==> src/rtl/roi_mask.sv <==
// roi_mask: region-of-interest pixel mask.
// Pixels whose (x,y) lies inside any of N_WIN rectangular windows, or outside
// all of them (cfg_mode = 1), pass through unchanged. All other pixels are
// replaced by a background colour.
// Configuration is written into a shadow bank. The shadow bank becomes active
// at the last pixel of a frame, or at an i_sof pixel.
// Latency is two cycles: stage 1 registers the classification flags and
// stage 2 selects the output colour.
// Optional feature macro: ROI_MASK_BORDER_EN. When it is defined, pixels on
// the perimeter of any enabled window are painted pure red.
module roi_mask #(
    parameter int P_W   = 11,
    parameter int C_W   = 8,
    parameter int IMG_X = 640,
    parameter int IMG_Y = 480,
    parameter int N_WIN = 2
) (
    input  logic               sys_clk,
    input  logic               sys_rst_n,
    input  logic               i_valid,
    input  logic               i_sof,
    input  logic [C_W-1:0]     i_R,
    input  logic [C_W-1:0]     i_G,
    input  logic [C_W-1:0]     i_B,
    input  logic               cfg_we,
    input  logic [1:0]         cfg_idx,
    input  logic [P_W-1:0]     cfg_x1,
    input  logic [P_W-1:0]     cfg_x2,
    input  logic [P_W-1:0]     cfg_y1,
    input  logic [P_W-1:0]     cfg_y2,
    input  logic               cfg_mode,
    input  logic [3*C_W-1:0]   cfg_bg,
    output logic               o_valid,
    output logic [C_W-1:0]     o_R,
    output logic [C_W-1:0]     o_G,
    output logic [C_W-1:0]     o_B,
    output logic               o_frame_done
);

    localparam int PIX_W = 3 * C_W;
    localparam logic [P_W-1:0] LAST_X = P_W'(IMG_X - 1);
    localparam logic [P_W-1:0] LAST_Y = P_W'(IMG_Y - 1);

    // Inclusive rectangle test. An inverted rectangle (x1>x2 or y1>y2) can never hit.
    function automatic logic in_window(input logic [P_W-1:0] x, input logic [P_W-1:0] y,
                                       input logic [P_W-1:0] x1, input logic [P_W-1:0] x2,
                                       input logic [P_W-1:0] y1, input logic [P_W-1:0] y2);
        return (x1 <= x) && (x <= x2) && (y1 <= y) && (y <= y2);
    endfunction

    // Output colour from the window hits: mode 0 passes inside any window,
    // mode 1 passes outside all windows.
    function automatic logic [PIX_W-1:0] select_pixel(input logic [N_WIN-1:0] hits,
                                                      input logic             mode,
                                                      input logic [PIX_W-1:0] pix,
                                                      input logic [PIX_W-1:0] bg);
        logic pass;
        pass = mode ? ~|hits : |hits;
        return pass ? pix : bg;
    endfunction

`ifdef ROI_MASK_BORDER_EN
    // Perimeter test. The caller qualifies the result with in_window.
    function automatic logic on_edge(input logic [P_W-1:0] x, input logic [P_W-1:0] y,
                                     input logic [P_W-1:0] x1, input logic [P_W-1:0] x2,
                                     input logic [P_W-1:0] y1, input logic [P_W-1:0] y2);
        return (x == x1) || (x == x2) || (y == y1) || (y == y2);
    endfunction

    // The border colour (full-scale red) overrides both pass and background.
    function automatic logic [PIX_W-1:0] apply_border(input logic on_border,
                                                      input logic [PIX_W-1:0] pix);
        return on_border ? {{C_W{1'b1}}, {(2*C_W){1'b0}}} : pix;
    endfunction
`endif

    // Position counters and the effective coordinate of the incoming pixel
    logic [P_W-1:0] cnt_x, cnt_y;
    logic [P_W-1:0] pos_x, pos_y;
    logic           last_pix;
    logic           commit;

    // Shadow (written by cfg) and active (used for classification) banks
    logic [P_W-1:0]   sh_x1 [N_WIN];
    logic [P_W-1:0]   sh_x2 [N_WIN];
    logic [P_W-1:0]   sh_y1 [N_WIN];
    logic [P_W-1:0]   sh_y2 [N_WIN];
    logic             sh_mode;
    logic [PIX_W-1:0] sh_bg;
    logic [P_W-1:0]   act_x1 [N_WIN];
    logic [P_W-1:0]   act_x2 [N_WIN];
    logic [P_W-1:0]   act_y1 [N_WIN];
    logic [P_W-1:0]   act_y2 [N_WIN];
    logic             act_mode;
    logic [PIX_W-1:0] act_bg;

    // Bank as seen by the incoming pixel
    logic             use_mode;
    logic [PIX_W-1:0] use_bg;
    logic [N_WIN-1:0] hit;

    // Stage 1 registers
    logic             vld_p1;
    logic             last_p1;
    logic [PIX_W-1:0] rgb_p1;
    logic [N_WIN-1:0] hit_p1;
    logic             mode_p1;
    logic [PIX_W-1:0] bg_p1;

`ifdef ROI_MASK_BORDER_EN
    logic [N_WIN-1:0] edge_hit;
    logic             edge_p1;
`endif

    // An i_sof pixel is (0,0) whatever the counters say.
    assign pos_x    = i_sof ? P_W'(0) : cnt_x;
    assign pos_y    = i_sof ? P_W'(0) : cnt_y;
    assign last_pix = (pos_x == LAST_X) && (pos_y == LAST_Y);
    assign commit   = i_valid && (i_sof || last_pix);

    // An i_sof pixel commits before it is classified, so it sees the shadow
    // bank directly. The frame's last pixel is still classified with the
    // outgoing active bank.
    assign use_mode = i_sof ? sh_mode : act_mode;
    assign use_bg   = i_sof ? sh_bg   : act_bg;

    for (genvar k = 0; k < N_WIN; k++) begin : g_win
        logic [P_W-1:0] x1, x2, y1, y2;
        assign x1     = i_sof ? sh_x1[k] : act_x1[k];
        assign x2     = i_sof ? sh_x2[k] : act_x2[k];
        assign y1     = i_sof ? sh_y1[k] : act_y1[k];
        assign y2     = i_sof ? sh_y2[k] : act_y2[k];
        assign hit[k] = in_window(pos_x, pos_y, x1, x2, y1, y2);
`ifdef ROI_MASK_BORDER_EN
        assign edge_hit[k] = hit[k] && on_edge(pos_x, pos_y, x1, x2, y1, y2);
`endif
    end

    // Advance the raster position on each accepted pixel, wrapping at line and frame ends
    always_ff @(posedge sys_clk or negedge sys_rst_n) begin
        if (!sys_rst_n) begin
            cnt_x <= '0;
            cnt_y <= '0;
        end else if (i_valid) begin
            if (pos_x == LAST_X) begin
                cnt_x <= '0;
                cnt_y <= (pos_y == LAST_Y) ? P_W'(0) : pos_y + P_W'(1);
            end else begin
                cnt_x <= pos_x + P_W'(1);
                cnt_y <= pos_y;
            end
        end
    end

    // Shadow bank: cfg writes land here. An index past the window count updates only mode and bg.
    always_ff @(posedge sys_clk or negedge sys_rst_n) begin
        if (!sys_rst_n) begin
            for (int k = 0; k < N_WIN; k++) begin
                sh_x1[k] <= (k == 0) ? P_W'(0) : P_W'(1);
                sh_x2[k] <= (k == 0) ? LAST_X  : P_W'(0);
                sh_y1[k] <= P_W'(0);
                sh_y2[k] <= (k == 0) ? LAST_Y  : P_W'(0);
            end
            sh_mode <= 1'b0;
            sh_bg   <= '0;
        end else if (cfg_we) begin
            for (int k = 0; k < N_WIN; k++) begin
                if (cfg_idx == 2'(k)) begin
                    sh_x1[k] <= cfg_x1;
                    sh_x2[k] <= cfg_x2;
                    sh_y1[k] <= cfg_y1;
                    sh_y2[k] <= cfg_y2;
                end
            end
            sh_mode <= cfg_mode;
            sh_bg   <= cfg_bg;
        end
    end

    // Active bank: takes the shadow contents present before any same-cycle cfg write
    always_ff @(posedge sys_clk or negedge sys_rst_n) begin
        if (!sys_rst_n) begin
            for (int k = 0; k < N_WIN; k++) begin
                act_x1[k] <= (k == 0) ? P_W'(0) : P_W'(1);
                act_x2[k] <= (k == 0) ? LAST_X  : P_W'(0);
                act_y1[k] <= P_W'(0);
                act_y2[k] <= (k == 0) ? LAST_Y  : P_W'(0);
            end
            act_mode <= 1'b0;
            act_bg   <= '0;
        end else if (commit) begin
            for (int k = 0; k < N_WIN; k++) begin
                act_x1[k] <= sh_x1[k];
                act_x2[k] <= sh_x2[k];
                act_y1[k] <= sh_y1[k];
                act_y2[k] <= sh_y2[k];
            end
            act_mode <= sh_mode;
            act_bg   <= sh_bg;
        end
    end

    // ---- stage 1: register the pixel with its classification and the bank snapshot it used
    always_ff @(posedge sys_clk or negedge sys_rst_n) begin
        if (!sys_rst_n) begin
            vld_p1  <= 1'b0;
            last_p1 <= 1'b0;
            rgb_p1  <= '0;
            hit_p1  <= '0;
            mode_p1 <= 1'b0;
            bg_p1   <= '0;
`ifdef ROI_MASK_BORDER_EN
            edge_p1 <= 1'b0;
`endif
        end else begin
            vld_p1  <= i_valid;
            last_p1 <= i_valid && last_pix;
            if (i_valid) begin
                rgb_p1  <= {i_R, i_G, i_B};
                hit_p1  <= hit;
                mode_p1 <= use_mode;
                bg_p1   <= use_bg;
`ifdef ROI_MASK_BORDER_EN
                edge_p1 <= |edge_hit;
`endif
            end
        end
    end

    // ---- stage 2: select the output colour. o_RGB keeps its last value while o_valid is low.
    always_ff @(posedge sys_clk or negedge sys_rst_n) begin
        if (!sys_rst_n) begin
            o_valid      <= 1'b0;
            o_frame_done <= 1'b0;
            {o_R, o_G, o_B} <= '0;
        end else begin
            o_valid      <= vld_p1;
            o_frame_done <= vld_p1 && last_p1;
            if (vld_p1) begin
`ifdef ROI_MASK_BORDER_EN
                {o_R, o_G, o_B} <= apply_border(edge_p1,
                                                select_pixel(hit_p1, mode_p1, rgb_p1, bg_p1));
`else
                {o_R, o_G, o_B} <= select_pixel(hit_p1, mode_p1, rgb_p1, bg_p1);
`endif
            end
        end
    end

endmodule
==> config.mk <==
export PLATFORM = sky130hd
export DESIGN_NAME = roi_mask
export DESIGN_NICKNAME = d
export VERILOG_FILES = /design/src/rtl/roi_mask.sv
export SDC_FILE = /design/constraint.sdc
export NUM_CORES = 1
export LEC_CHECK = 0
export CORE_ASPECT_RATIO = 0.7
export CORE_MARGIN = 2
export CORE_UTILIZATION = 50
export DETAILED_ROUTE_END_ITERATION = 12
export DONT_BUFFER_PORTS = 1
export PLACE_DENSITY = 0.67
export SYNTH_ARGS = -nofsm -noshare
export SYNTH_HDL_FRONTEND = slang
export SYNTH_SLANG_ARGS = --single-unit
export TNS_END_PERCENT = 20
==> constraint.sdc <==
create_clock -name sys_clk -period 6.8 [get_ports sys_clk]
set_clock_uncertainty 0.2 [all_clocks]
set_input_delay 1.36 -clock sys_clk [delete_from_list [all_inputs] [get_ports sys_clk]]
set_output_delay 1.36 -clock sys_clk [all_outputs]
set_load 0.005 [all_outputs]
==> metrics.md <==
| Metric | Value |
|---|---|
| Fillers | 2658 |
| Yosys cell types | 67 |
| Vias in the first global route | 10166 |
| Syn nets | 1462 |
| Period utilization | 0.7159 |
| Post-synth top area cell | dfrtp_1 |
| Status | completed |
| Crit Path Max Fanout | 138 |
| Length in cells of the worst reg-to-reg path | 8 |
| Worst Path Class, Setup | in -> reg |
| WP data required | 7000 ps |
| Die area | 0.03425 mm^2 |
| Starting DRT DRC Count | 635 |
| Sw power | 0.001512 W |
| Chip width | 220.4 um |
| Hold Vio Cnt, Final | 0 |
| CTS tree | done |
| Slew HR | 0.2177 |
| #FFs+latches synth | 327 |
| Fin util | 0.5515 |
| Grt met1 use | 0.3063 |
| Hold wc startpoint | last_p1 |
| Share of the synthesized area in the top cell type | 0.4475 |
| Max Cap Viol | 0 |
| Setup crit end kind | flip-flop |
| Detailed Route WL | 34190 um |
| Max clock buf depth | 3 |
| Hold crit path type | reg -> reg |
| Clock Latency Late Sink | 530 ps |
| CTS Root Cell | clkbuf_16 |
| Ratio of cells with drive above 1 in the final layout | 0.3057 |
| Syn avg cell area | 12.80 um^2 |
| Clock share of power | 0.337 |
| Crit path DAT | 5060 ps |
| Grt met3 use | 0.04282 |
| Pleak | 8.042 nW |
| Synth async-reset ratio | 1.000 |
| R2r startpoint | cnt_x[0] |
| Vias | 9779 |
| Sequential area share after synthesis | 0.5021 |
| Unrepaired setup endpoints after global routing | false |
| All-layer global routing usage | 0.2051 |
| Clk slew on worst S/H paths | 60 ps |
| Core Area | 0.03227 mm^2 |
| RR Endpoint | act_x1[11] |
| Synth area leaders | dfrtp_1 45%, mux2_2 15%, mux2_4 6.4% |
| Post-CTS Resized | 0 |
| Worst IR Drop VDD | 0.2182 mV |
| Final net count | 1438 |
| Setup_tns | 0 ps |
| GR Overflow Total | 0 |
| Switch share | 0.2662 |
| Pins Over Slew Limit | 0 |
| Setup crit start kind | input port |
| Hold Path Sink | o_frame_done |
| I/O pin cnt | 126 |
| Worst slew pin tran | 1173 ps |
| Grt met2 use | 0.3027 |
| Cell count after synthesis | 1280 |
| DP Wirelength | 21810 um |
| H-tree Lvls | 2 |
| IO Port Bufs | 0 |
| # diodes | 0 |
| Final setup viols | 0 |
| Routed len/inst | 20.04 um |
| Largest net degree at the start of global routing | 328 |
| Initial antenna violation count | 0 |
| Top Usage Layer GRT | met1 |
| Num CTS Buffers | 34 |
| Flop pwr share | 0.466 |
| Final ANT Viol Nets | 0 |
| Row Count | 55 |
| Area Overhead vs Synth | 8.637% |
| Hold slack | 257.7 ps |
| Post-CTS Setup Inserts | 0 |
| Mapped Area | 0.01638 mm^2 |
| DR pass1 iterations | 4 |
| Most frequent cells after synthesis | 293 x dfrtp_1, 223 x mux2_2, 94 x mux2i_1, 82 x ha_1, 70 x mux2_4 |
| GP Congestion | 0.8798 |
| Flop2flop setup slack | 2970 ps |
| Pwr/cell area | 319.2 mW/mm^2 |
| Die H | 155.5 um |
| DRC | 0 |
| Count leader, synth | dfrtp_1 |
| Max Clock Freq | 205.4 MHz |
| Tmin final | 4868 ps |
| First-pass GRT wire length | 55800 um |
| # clock sinks | 327 |
| EDFF count, synth | 0 |
| Yosys warns | 0 |
| # hold bufs at CTS | 0 |
| Combinational fraction of design power | 0.197 |
| DR vias/cell | 5.732 |
| P_int | 0.004169 W |
| Dominant synthesized flop cell | dfrtp_1 |
| Initial Util | 0.5076 |
| Hold Path Cell Cnt | 1 |
metal layers:
layer,share of wire,up-vias,wire [um]
met5,0,-,0
met4,0.022,0,759
met3,0.050,55,1702
met2,0.43,163,14870
met1,0.49,4943,16860
li1,-,4618,-
area by class of cell:
class	count	area (um^2)	share of cell area
Sequential cell	327	8225	0.4621
Multi-Input combinational cell	856	7750	0.4354
Clock inverter	14	191.4	0.01076
Clock buffer	45	943.4	0.05301
Inverter	33	123.9	0.006960
Tap cell	427	534.3	0.03002
Timing Repair Buffer	4	30.03	0.001687
through the flow:
stage | instances | instance area, um^2 | worst slack [ps] | total power, W
after global placement | 1647 | 16660 | 1626 | 0.003745
after global routing | 1706 | 17800 | 1667 | 0.005996
after CTS | 1706 | 17800 | 2043 | 0.005744
after detailed placement | 1647 | 16660 | 1509 | 0.003798
after floorplan | 1280 | 16380 | 2174 | 0.003535
final | 1706 | 17800 | 1932 | 0.005681
how the worst max path moves through the flow:
stage | startpoint | end | slack [ps] | cells past startpoint
after floorplan | i_sof | hit_p1[0] | 2170 | 13
after global placement | i_sof | act_x1[12] | 1630 | 9
after detailed placement | i_sof | act_x2[5] | 1510 | 9
after CTS | i_sof | act_x1[8] | 2040 | 9
after global routing | i_sof | act_x2[7] | 1670 | 9
final | i_sof | act_x1[11] | 1930 | 9
cells in the final DEF, fill, tap and decap left out, types with 4 or more instances in the layout:
cell type and n:
dfrtp_1 293, mux2_2 223, mux2i_1 94, ha_1 82, mux2_4 70, a21oi_1 68, nor2_1 67, o21ai_0 45
nand2_1 39, clkbuf_16 35, dfstp_2 34, inv_1 31, nand4_1 16, nor2b_1 15, nand3_1 15, a21o_1 9
a31oi_1 8, nand2b_1 7, clkbuf_1 7, a21boi_0 5, a22o_1 5, nor3_1 5, and3_1 4, nor4_1 4
o21a_1 4, a211o_1 4, xor2_1 4, and4_1 4, o31ai_1 4, bufinv_16 4, clkinvlp_4 4, buf_4 4
power by group through the flow:
stage | clock, W | combinational [W] | sequential [W]
2_1_floorplan | 0 | 0.000954 | 0.00258
3_3_place_gp | 0 | 0.00108 | 0.00266
3_5_place_dp | 0 | 0.00112 | 0.00268
4_1_cts | 0.00197 | 0.00113 | 0.00265
5_1_grt | 0.00205 | 0.00124 | 0.00270
6_report | 0.00191 | 0.00112 | 0.00265
sequential cells by signal, summed over array words and instances, names as in the netlist, 2 cells and up:
register,count
act_bg,24
act_x1,22
act_x2,22
act_y1,22
act_y2,22
bg_p1,24
cnt_x,11
cnt_y,11
hit_p1,2
o_B,8
o_G,8
o_R,8
rgb_p1,24
sh_bg,24
sh_x1,22
sh_x2,22
sh_y1,22
sh_y2,22
worst max-delay path: stages:
cell and delay, ps:
inv_2 440, nand2_1 190, inv_1 190, ha_1 220, and3_1 250, nand4_2 310
o41ai_4 660, nand2_8 700, mux2_4 570
cell families (layout without fill, tap and decap cells):
group           after synthesis  count (layout)  synth area share
fa+ha+maj                    85              85           0.06446
buf+inv                      97              96           0.02650
mux                         387             387            0.2749
xor+xnor                      8               8          0.004276
simple gates                194             194           0.05896
flops                       327             327            0.5021
compound gates              182             182           0.06889
No activity file was read; power rests on OpenSTA's default activity.
